[src/rtl/bus_pkg.sv]
// bus_pkg: field layout and FSM encoding for the snooping bus.
//   Bus message (cpu bus_out, snoop_msg), 10 bits:
//     [9] readMiss  [8] writeMiss  [7] invalidate  [6:4] address  [3:0] data
//   Bus response (cpu bus_in), 11 bits:
//     [10] ack  [9:4] zero  [3:0] data
// Shared by bus_controller, cpu and the cache snoop logic.
package bus_pkg;

  localparam int ACK_BIT = 10;
  localparam int RM_BIT  = 9;
  localparam int WM_BIT  = 8;
  localparam int INV_BIT = 7;
  localparam int ADDR_HI = 6;
  localparam int ADDR_LO = 4;
  localparam int DATA_HI = 3;

  localparam int MSG_W = 10;
  localparam int RSP_W = 11;

  // Width of a CPU index (supports up to 4 CPUs).
  localparam int IDX_W = 2;

  // Plain constants for the state register, plus an enum with the same
  // encoding for code that prefers a typed state.
  localparam logic [1:0] ST_IDLE    = 2'd0;
  localparam logic [1:0] ST_SNOOP   = 2'd1;
  localparam logic [1:0] ST_COLLECT = 2'd2;
  localparam logic [1:0] ST_ACK     = 2'd3;

  typedef enum logic [1:0] {
    IDLE    = ST_IDLE,
    SNOOP   = ST_SNOOP,
    COLLECT = ST_COLLECT,
    ACK     = ST_ACK
  } bus_state_t;

endpackage

[src/rtl/rr_arbiter.sv]
// rr_arbiter: combinational round-robin pick among pending CPUs.
//   pending     in  NUM_CPU : request flags
//   last_grant  in  2       : index granted last; search starts one above
//   grant_valid out 1       : some request is pending
//   grant_idx   out 2       : chosen CPU (0 when grant_valid is 0)
module rr_arbiter
  import bus_pkg::*;
#(
  parameter int NUM_CPU = 3
) (
  input  logic [NUM_CPU-1:0] pending,
  input  logic [IDX_W-1:0]   last_grant,
  output logic               grant_valid,
  output logic [IDX_W-1:0]   grant_idx
);

  // Walk the offsets from farthest to nearest so the nearest pending CPU
  // after last_grant is the final (winning) assignment.
  always_comb begin
    grant_valid = 1'b0;
    grant_idx   = '0;
    for (int k = NUM_CPU; k >= 1; k--) begin
      int idx;
      idx = (int'(last_grant) + k) % NUM_CPU;
      if (pending[idx]) begin
        grant_valid = 1'b1;
        grant_idx   = IDX_W'(idx);
      end
    end
  end

endmodule

[src/rtl/bus_controller.sv]
// bus_controller: shared snooping-bus controller.
// Captures each CPU's one-cycle bus_out message, grants round-robin,
// broadcasts the granted message to the snoopers, absorbs a write-back from
// a Modified owner into main memory, then acks the requester for one cycle.
//   clock        in  1              : rising-edge clock
//   reset_n      in  1              : asynchronous active-low reset
//   cpu_bus_out  in  NUM_CPU*10     : CPU i message at [10i+9:10i]
//   snoop_wb     in  NUM_CPU        : cache i supplies Modified data
//   snoop_data   in  NUM_CPU*DATA_W : write-back data per cache
//   cpu_bus_in   out NUM_CPU*11     : CPU i response at [11i+10:11i]
//   snoop_msg    out 10             : granted message (SNOOP cycle only)
//   snoop_valid  out 1              : snoop_msg valid
//   snoop_src    out 2              : requesting CPU (SNOOP cycle only)
//   busy         out 1              : state is not IDLE
//   coh_error    out 1              : sticky, two or more owners wrote back
//   dbg_state    out 2              : FSM state (ST_* encoding)
//   dbg_pending  out NUM_CPU        : captured-but-ungranted requests
// Handshake: a CPU pulses bus_out for one cycle; the controller holds the
// request in pending[i] until granted and answers with bus_in[10] high for
// exactly one cycle. A CPU must not re-issue before its ack; a message
// arriving while that CPU is already pending is dropped.
module bus_controller
  import bus_pkg::*;
#(
  parameter int NUM_CPU = 3,
  parameter int ADDR_W  = 3,
  parameter int DATA_W  = 4
) (
  input  logic                        clock,
  input  logic                        reset_n,
  input  logic [NUM_CPU*MSG_W-1:0]    cpu_bus_out,
  input  logic [NUM_CPU-1:0]          snoop_wb,
  input  logic [NUM_CPU*DATA_W-1:0]   snoop_data,
  output logic [NUM_CPU*RSP_W-1:0]    cpu_bus_in,
  output logic [MSG_W-1:0]            snoop_msg,
  output logic                        snoop_valid,
  output logic [IDX_W-1:0]            snoop_src,
  output logic                        busy,
  output logic                        coh_error,
  output logic [1:0]                  dbg_state,
  output logic [NUM_CPU-1:0]          dbg_pending
);

  localparam int DEPTH = 2 ** ADDR_W;

  logic [1:0]         state;
  logic [NUM_CPU-1:0] pending;
  logic [MSG_W-1:0]   req_msg [NUM_CPU];
  logic [MSG_W-1:0]   cur_msg;
  logic [IDX_W-1:0]   cur_src;
  logic [IDX_W-1:0]   last_grant;
  logic               coh_error_q;
  logic [DATA_W-1:0]  mem [DEPTH];

  logic               grant_valid;
  logic [IDX_W-1:0]   grant_idx;
  logic               grant_fire;

  rr_arbiter #(.NUM_CPU(NUM_CPU)) u_arb (
    .pending     (pending),
    .last_grant  (last_grant),
    .grant_valid (grant_valid),
    .grant_idx   (grant_idx)
  );

  assign grant_fire = (state == ST_IDLE) && grant_valid;

  // ---------------------------------------------------------------------
  // Write-back selection during COLLECT
  // ---------------------------------------------------------------------
  logic [ADDR_W-1:0]  cur_addr;
  logic [NUM_CPU-1:0] wb_masked;
  logic               wb_any;
  logic               wb_multi;
  logic [IDX_W-1:0]   wb_idx;
  logic [DATA_W-1:0]  wb_data;
  logic               inv_only;
  logic               wants_data;

  assign cur_addr   = cur_msg[ADDR_LO +: ADDR_W];
  // The requester never supplies its own miss.
  assign wb_masked  = snoop_wb & ~(NUM_CPU'(1) << cur_src);
  assign wb_any     = |wb_masked;
  // Clearing the lowest set bit leaves something iff two or more were set.
  assign wb_multi   = (wb_masked & (wb_masked - NUM_CPU'(1))) != '0;
  assign inv_only   = cur_msg[INV_BIT] & ~cur_msg[RM_BIT] & ~cur_msg[WM_BIT];
  assign wants_data = cur_msg[RM_BIT] | cur_msg[WM_BIT];

  always_comb begin
    wb_idx = '0;
    for (int i = NUM_CPU - 1; i >= 0; i--) begin
      if (wb_masked[i]) wb_idx = IDX_W'(i);
    end
  end

  assign wb_data = snoop_data[wb_idx*DATA_W +: DATA_W];

  // ---------------------------------------------------------------------
  // Sequential state: capture, FSM, memory
  // ---------------------------------------------------------------------
  always_ff @(posedge clock or negedge reset_n) begin
    if (!reset_n) begin
      state       <= ST_IDLE;
      pending     <= '0;
      cur_msg     <= '0;
      cur_src     <= '0;
      last_grant  <= IDX_W'(NUM_CPU - 1);
      coh_error_q <= 1'b0;
      for (int i = 0; i < NUM_CPU; i++) req_msg[i] <= '0;
      for (int i = 0; i < DEPTH; i++) mem[i] <= DATA_W'(i);
    end else begin
      // Capture runs in every state. A CPU being granted this edge was
      // already pending, so its new message (if any) is dropped.
      for (int i = 0; i < NUM_CPU; i++) begin
        if (grant_fire && (grant_idx == IDX_W'(i))) begin
          pending[i] <= 1'b0;
        end else if (!pending[i] &&
                     (|cpu_bus_out[i*MSG_W+INV_BIT +: 3])) begin
          pending[i] <= 1'b1;
          req_msg[i] <= cpu_bus_out[i*MSG_W +: MSG_W];
        end
      end

      case (state)
        ST_IDLE: begin
          if (grant_valid) begin
            cur_msg    <= req_msg[grant_idx];
            cur_src    <= grant_idx;
            last_grant <= grant_idx;
            state      <= ST_SNOOP;
          end
        end
        ST_SNOOP: begin
          state <= ST_COLLECT;
        end
        ST_COLLECT: begin
          if (wb_multi) coh_error_q <= 1'b1;
          if (wb_any && !inv_only) mem[cur_addr] <= wb_data;
          state <= ST_ACK;
        end
        default: begin
          state <= ST_IDLE;
        end
      endcase
    end
  end

  // ---------------------------------------------------------------------
  // Outputs
  // ---------------------------------------------------------------------
  logic [DATA_W-1:0] rsp_data;

  // mem already holds any write-back by the time the ACK cycle reads it.
  assign rsp_data = wants_data ? mem[cur_addr] : '0;

  always_comb begin
    cpu_bus_in = '0;
    if (state == ST_ACK) begin
      cpu_bus_in[cur_src*RSP_W +: RSP_W] =
        {1'b1, {(RSP_W-1-DATA_W){1'b0}}, rsp_data};
    end
  end

  assign snoop_valid = (state == ST_SNOOP);
  assign snoop_msg   = snoop_valid ? cur_msg : '0;
  assign snoop_src   = snoop_valid ? cur_src : '0;
  assign busy        = (state != ST_IDLE);
  assign coh_error   = coh_error_q;
  assign dbg_state   = state;
  assign dbg_pending = pending;

endmodule

[config.mk]
export PLATFORM = sky130hd
export DESIGN_NAME = bus_controller
export DESIGN_NICKNAME = d
export VERILOG_FILES = /design/src/rtl/bus_pkg.sv /design/src/rtl/rr_arbiter.sv /design/src/rtl/bus_controller.sv
export SDC_FILE = /design/constraint.sdc
export NUM_CORES = 1
export LEC_CHECK = 0
export CORE_MARGIN = 5
export CORE_UTILIZATION = 43
export DETAILED_ROUTE_END_ITERATION = 16
export PLACE_DENSITY = 0.72
export SYNTH_ARGS = -nofsm -noshare
export SYNTH_HDL_FRONTEND = slang
export SYNTH_SLANG_ARGS = --single-unit
[constraint.sdc]
create_clock -name clock -period 2.7 [get_ports clock]
set_input_delay 0.405 -clock clock [delete_from_list [all_inputs] [get_ports clock]]
set_output_delay 0.405 -clock clock [all_outputs]
set_load 0.02 [all_outputs]
# ---- After elaboration in Yosys (flattened, before gate mapping)
# Cells that the tools add are included.
dict set report word_totals {
  ff_bits 82
  inputBits 47
  output_inout_bits 53
  elab_cells 127
}
dict set report classes {
  add_sub_neg 5
  mul 1
  div_mod_pow 3
  order_cmp 6
  eq_ne 6
  shifts 4
  n_mux 39
  bitwise_logic 14
  reduce_logical 30
}
# operator count
set ops {}
lappend ops {{$lt A32 B4 Y1 const B} 3}
lappend ops {{$mod A32 B3 Y32 const B} 3}
lappend ops {{$neg A6 Y34} 1}
lappend ops {{$shift A11 B34 Y33 const A} 1}
lappend ops {{$shiftx A11 B34 Y33} 1}
lappend ops {{$and A33 B33 Y33} 1}
lappend ops {{$mux W33} 1}
lappend ops {{$bwmux W32} 1}
lappend ops {{$mux W10} 3}
lappend ops {{$bmux W10 S2} 1}
lappend ops {{$mux W2} 8}
lappend ops {{$mux W4} 4}
lappend ops {{$mux W1} 15}
lappend ops {{$bmux W4 S3} 1}
lappend ops {{$demux W4 S3} 1}
lappend ops {{$reduce_and A2 Y1} 6}
lappend ops {{$reduce_or A3 Y1} 4}
lappend ops {{$shiftx A12 B5 Y4} 1}
lappend ops {{$logic_and A1 B1 Y1} 9}
lappend ops {{$reduce_bool A2 Y1} 4}
lappend ops {{$add A2 B2 Y3 const B} 2}
lappend ops {{$and A3 B3 Y3} 2}
lappend ops {{$bmux W1 S2} 3}
lappend ops {{$eq A2 B2 Y1 const B} 3}
lappend ops {{19 further kinds} 29}

# ---- Logic depth before layout (Yosys ltp)
dict set report logic_depth {
  word_depth 12
  mapped_depth 10
  mapped_depth_nobuf 8
}

# ---- Modules after synthesis
# From an unflattened synthesis, not the netlist that was laid out.
dict set report unflattened {
  cells_unflattened 417
  hier_area_um2 4570.6
}
# module instances cells_each area_each_um2 seq_area_each_um2
set modules_own_cells {}
lappend modules_own_cells {bus_controller 1 381 4325.4 2043.2}
lappend modules_own_cells {rr_arbiter 1 36 245.2 0.0}

# ---- Worst setup path before layout
# No wires, ideal clock.
dict set report synth_timing {
  path_kind {register to register}
  startpoint {register, netlist name cur_src[0]}
  endpoint {register req_msg[20] (netlist bit)}
  setup_ns 0.125
  t_arrival_ns 2.398
  required_ns 2.575
  setup_slack_ns 0.177
  path_stages_with_launch 9
  path_buffers 0
  synth_period_minus_slack_ns 2.523
  path_cell_list {dfrtp_1 inv_1 ha_1 mux2_2 a41o_1 a41oi_1 a31oi_4 nand2_4 mux2_4}
}
# element line
set synth_rtl {}
lappend synth_rtl {{end signal: indexed assignment} bus_controller.sv:120} ;# req_msg[i] <= cpu_bus_out[i*MSG_W +: MSG_W];
lappend synth_rtl {{end: declaration} bus_controller.sv:48} ;# logic [MSG_W-1:0] req_msg [NUM_CPU];

# ---- Final worst setup path
dict set report layout_timing {
  startpoint {register cur_msg[4]}
  endpoint {output cpu_bus_in[0]}
}
dict set report layout_between {
  elab_chain_cells 8
}
# element line
set layout_lines {}
lappend layout_lines {{start: declaration} bus_controller.sv:49} ;# logic [MSG_W-1:0] cur_msg;
lappend layout_lines {{start signal: assignment} bus_controller.sv:127} ;# cur_msg <= req_msg[grant_idx];
lappend layout_lines {{$not A3 Y4 (not written as such)} bus_controller.sv:154} ;# assign rsp_data = wants_data ? mem[cur_addr] : '0;
lappend layout_lines {{$bmux W4 S3} bus_controller.sv:154}
lappend layout_lines {{$mux W4 (not written as such) (2 in a row)} bus_controller.sv:154}
lappend layout_lines {{$mux W4} bus_controller.sv:154}
lappend layout_lines {{$shiftx A11 B34 Y33} bus_controller.sv:159} ;# cpu_bus_in[cur_src*RSP_W +: RSP_W] =
lappend layout_lines {{$and A33 B33 Y33 (no source line)} --}
lappend layout_lines {{$mux W33} bus_controller.sv:158} ;# if (state == ST_ACK) begin
lappend layout_lines {{end: declaration} bus_controller.sv:34} ;# output logic [NUM_CPU*RSP_W-1:0] cpu_bus_in,
# Every way passes these cells. The select of a mux whose other input is x is not followed.

==> insert_results.sql <==
INSERT INTO impl_metrics (metric_group, metric, value, unit) VALUES
('status', 'outcome', 'complete, no violations', ''),
('timing', 'finalHoldViolCount', '0', ''),
('power_and_ir_drop', 'sw_frac', '0.397', ''),
('route', 'detail_route.wirelength', '10900', 'um'),
('global_route', 'grt_antenna_before_repair', '0', ''),
('cts', 'max-clock-path-buffers', '2', ''),
('power_and_ir_drop', 'net-switching-power', '0.00265', 'W'),
('timing', 'post-route-period-util', '0.967', ''),
('synth', 'synth.yosys.warnings', '0', ''),
('route', 'postRouteAntennaNets', '0', ''),
('global_route', 'total_global_route_track_usage', '0.180', ''),
('timing', 'slew_at_the_pin_closest_to_its_max_slew_limit', '0.513', 'ns'),
('timing', 'fin_setup_tns', '0', 'ns'),
('cts', 'cts_buffers', '9', ''),
('final_layout', 'insertedDiodeCount', '0', ''),
('synth', 'netlist_area', '4430', 'um2'),
('route', 'detailroute.via_count', '3333', ''),
('setup_path', 'critical_path_class', 'flip-flop to output pin', ''),
('final_layout', 'ff_latch_area', '2050', 'um2'),
('synth', 'netlist_instances', '400', ''),
('synth', 'post_synth.cell_area_avg', '11.1', 'um2'),
('place', 'place.gp.congestion', '0.866', ''),
('floorplanning', 'dieArea', '12400', 'um2'),
('power_and_ir_drop', 'pwr-share-clk', '0.141', ''),
('cts', 'clk_transition_reported_paths', '0.09', 'ns'),
('route', 'drc', '0', ''),
('timing', 'layout_setup_ws', '0.0879', 'ns'),
('min_path', 'hold_path.class', 'input pin to asynchronous set/reset pin', ''),
('place', 'dp.final_hpwl', '8420', 'um'),
('synth', 'yosys.cell_types.count', '48', ''),
('synth', 'ys_async_sr_fraction', '1.00', ''),
('timing', 'max_slew_violation_count', '0', ''),
('synth', 'synth_edf_count', '0', ''),
('timing', 'clock_skew', '0.0115', 'ns'),
('place', 'pre_cts_slack', '0.0887', 'ns'),
('floorplanning', 'die_w', '112', 'um'),
('floorplanning', 'initial_utilization', '0.435', ''),
('floorplanning', 'design.core.area', '10200', 'um2'),
('synth', 'portion_of_the_post_synthesis_area_used_by_sequential_elements', '0.461', ''),
('global_route', 'first_global_vias', '3593', ''),
('timing', 'finalSetupViolations', '0', ''),
('power_and_ir_drop', 'max-vdd-ir-drop', '503', 'uV'),
('final_layout', 'synthToLayoutAreaGrowth', '29.2', '%'),
('global_route', 'grt_max_degree', '44', ''),
('power_and_ir_drop', 'power_frac_comb', '0.517', ''),
('cts', 'cts_tree', 'done', ''),
('global_route', 'grt_overflow_total', '0', ''),
('route', 'detailedRoute.firstIterationViolations', '166', ''),
('cts', 'postCtsHoldBufs', '0', ''),
('final_layout', 'multi_input_area', '2200', 'um2'),
('route', 'number_of_optimization_iterations_in_the_first_detailed_route_pass', '6', ''),
('setup_path', 'crit_required', '2.30', 'ns'),
('global_route', 'first_pass_grt_wire_length', '18400', 'um'),
('cts', 'clock_sink_count', '81', ''),
('final_layout', 'n_fill_cell', '899', ''),
('timing', 'final_critical_path_required_period', '2.61', 'ns'),
('cts', 'clock_insertion_delay_worst_skew', '0.36', 'ns'),
('power_and_ir_drop', 'power_frac_seq', '0.343', ''),
('route', 'wl_per_cell', '16.8', 'um'),
('cts', 'cts.htree.levels', '3', ''),
('floorplanning', 'boundaryPins', '100', ''),
('timing', 'setup_repair_after_global_routing_missed_its_margin', 'false', ''),
('cts', 'clk_root_buffer_cell', 'clkbuf_8', ''),
('final_layout', 'num-nets-final', '566', ''),
('final_layout', 'drive_above_1_share', '0.276', ''),
('setup_path', 'critical_path_endpoint_category', 'output pin', ''),
('power_and_ir_drop', 'p_leak', '2.55', 'nW'),
('timing', 'max_freq', '383', 'MHz'),
('timing', 'max-slew-margin-rel', '0.658', ''),
('setup_path', 'timing.reg2reg.setup_slack', '0.14', 'ns'),
('setup_path', 'timing.critical_path.fanout_max', '6', ''),
('route', 'detail_route.vias_per_cell', '5.16', ''),
('power_and_ir_drop', 'power_density_relative_to_cell_area', '1160', 'nW/um2'),
('power_and_ir_drop', 'cellInternalPower', '0.00402', 'W'),
('floorplanning', 'die_height', '112', 'um'),
('synth', 'synth_flop_cell', 'dfrtp_1', ''),
('setup_path', 'critPathArrivalTime', '2.21', 'ns'),
('timing', 'holdWs', '0.00307', 'ns'),
('place', 'portBuffers', '81', ''),
('synth', 'postSynthRegisterBits', '81', ''),
('run', 'max_cap_violations', '0', ''),
('setup_path', 'launching_element_type_of_the_critical_path', 'flip-flop', ''),
('floorplanning', 'num_rows', '37', '');
[critical path, cell delays in order (launching register included)]
cell and delay (ns):
dfrtp_2 0.46, mux4_2 0.52, mux2_2 0.29, o21ai_1 0.17
nor2_1 0.09, dlygate4sd2_1 0.32
[path summary, 6_finish.rpt]
path / startpoint / to / cells after the start
max in group asynchronous: reset_n / last_grant[1] / 2
max: cur_msg[4] / cpu_bus_in[0] / 5
max reg2reg: last_grant[1] / req_msg[20] / 7
min: reset_n / mem[30] / 1
min reg2reg: cur_msg[2] / cur_msg[2] / 2
min in group clock: cur_msg[2] / cur_msg[2] / 2
[cell usage in the layout, fill, tap and decap left out, types with 2 or more instances in the layout]
| cell type | instances |
|---|---|
| buf_4 | 28 |
| mux4_2 | 8 |
| mux2_4 | 8 |
| nand4_1 | 2 |
| mux2_2 | 52 |
| nor2_1 | 39 |
| nor3_1 | 3 |
| nand3b_1 | 2 |
| dfrtp_1 | 65 |
| o22ai_1 | 5 |
| clkinvlp_4 | 2 |
| nand2b_1 | 2 |
| buf_12 | 2 |
| a22o_2 | 3 |
| inv_1 | 17 |
| mux2i_1 | 6 |
| o21ai_1 | 2 |
| a21o_1 | 5 |
| clkbuf_8 | 10 |
| or3_1 | 2 |
| conb_1 | 18 |
| o31ai_1 | 11 |
| o21ai_0 | 13 |
| dfstp_2 | 13 |
| a21oi_1 | 19 |
| nand2_1 | 28 |
| clkdlybuf4s50_1 | 68 |
| nand3_1 | 2 |
| nor2b_1 | 6 |
| and2_1 | 15 |
| dfrtp_2 | 3 |
| dlygate4sd2_1 | 12 |
| ha_1 | 13 |
| nor3b_1 | 2 |
[logic make-up (layout without fill, tap and decap cells)]
logic type,after synthesis,count (layout),share of synthesized area
AO/OA/AOI/OAI,70,70,0.105
adder cells (fa/ha/maj),14,14,0.0395
buffers and inverters,50,143,0.0604
flip-flops,81,81,0.461
multiplexers,74,74,0.213
other,1,18,0.000846
AND/OR/NAND/NOR,110,110,0.120
[power groups by stage]
stage | Combinational, W | Clock, W | Sequential, W
floorplan | 0.00235 | 0 | 0.00213
global placement | 0.00331 | 0 | 0.00225
detailed placement | 0.00341 | 0 | 0.00230
CTS | 0.00344 | 0.000949 | 0.00228
global route | 0.00375 | 0.00101 | 0.00236
finish | 0.00345 | 0.000938 | 0.00229
[Yosys cell counts (2+ instances only)]
| cell | count | area [um2] |
|---|---|---|
| dfrtp_1 | 68 | 1700 |
| mux2_2 | 52 | 586 |
| nor2_1 | 39 | 146 |
| nand2_1 | 28 | 105 |
| a21oi_1 | 19 | 95.1 |
| buf_4 | 18 | 135 |
| inv_1 | 17 | 63.8 |
| and2_1 | 15 | 93.8 |
| o21ai_0 | 15 | 75.1 |
| ha_1 | 14 | 175 |
| dfstp_2 | 13 | 342 |
| o31ai_1 | 11 | 82.6 |
| clkbuf_1 | 10 | 37.5 |
| mux2_4 | 8 | 120 |
| mux4_2 | 8 | 180 |
| mux2i_1 | 6 | 60.1 |
| nor2b_1 | 6 | 37.5 |
| a21o_1 | 5 | 37.5 |
| o22ai_1 | 5 | 31.3 |
| buf_2 | 4 | 20.0 |
| nor3_1 | 4 | 20.0 |
| a22o_2 | 3 | 30.0 |
| nand2b_1 | 2 | 12.5 |
| nand3_1 | 2 | 10.0 |
| nand3b_1 | 2 | 15.0 |
| nand4_1 | 2 | 12.5 |
| nor3b_1 | 2 | 15.0 |
| or3_1 | 2 | 12.5 |
[per-stage QoR]
stage / util / area, um2 / total power, W / instances
after floorplan: - / 4500 / 0.00449 / 417
after global placement: 0.541 / 5510 / 0.00556 / 629
after detailed placement: 0.541 / 5510 / 0.00570 / 629
after CTS: 0.561 / 5710 / 0.00667 / 646
after global routing: 0.562 / 5730 / 0.00712 / 646
final: 0.562 / 5730 / 0.00667 / 646
[per-layer routing]
metal / routed length, um / share of wire / up-vias / global-route usage
met3: 600 / 0.055 / 10 / 0.0402
met1: 4910 / 0.45 / 1635 / 0.245
met4: 99 / 0.0091 / 0 / 0.0462
met5: 0 / 0 / - / 0
li1: - / - / 1578 / -
met2: 5240 / 0.48 / 110 / 0.294
[cell type report]
class / instances / share of cell area
flip-flops and latches: 81 / 0.357
repair buffers: 110 / 0.181
clock buffers: 10 / 0.0240
multi-input cells: 286 / 0.384
well taps: 136 / 0.0297
clock inverters: 6 / 0.0129
inverters: 17 / 0.0111
[registers in the layout, indices dropped and copies added (netlist names)]
| register | cells |
|---|---|
| req_msg | 30 |
| coh_error | 1 |
| cur_src | 2 |
| last_grant | 1 |
| dbg_pending | 3 |
| dbg_state | 2 |
| mem | 32 |
| cur_msg | 10 |
[timing repair]
item | in CTS | in global routing
gates resized for setup | 15 | 5
setup endpoints to repair | 12 | 15
setup buffers | 1 | 0
pin swaps | 0 | 0
Note: power is estimated with default switching activity, not from simulation.
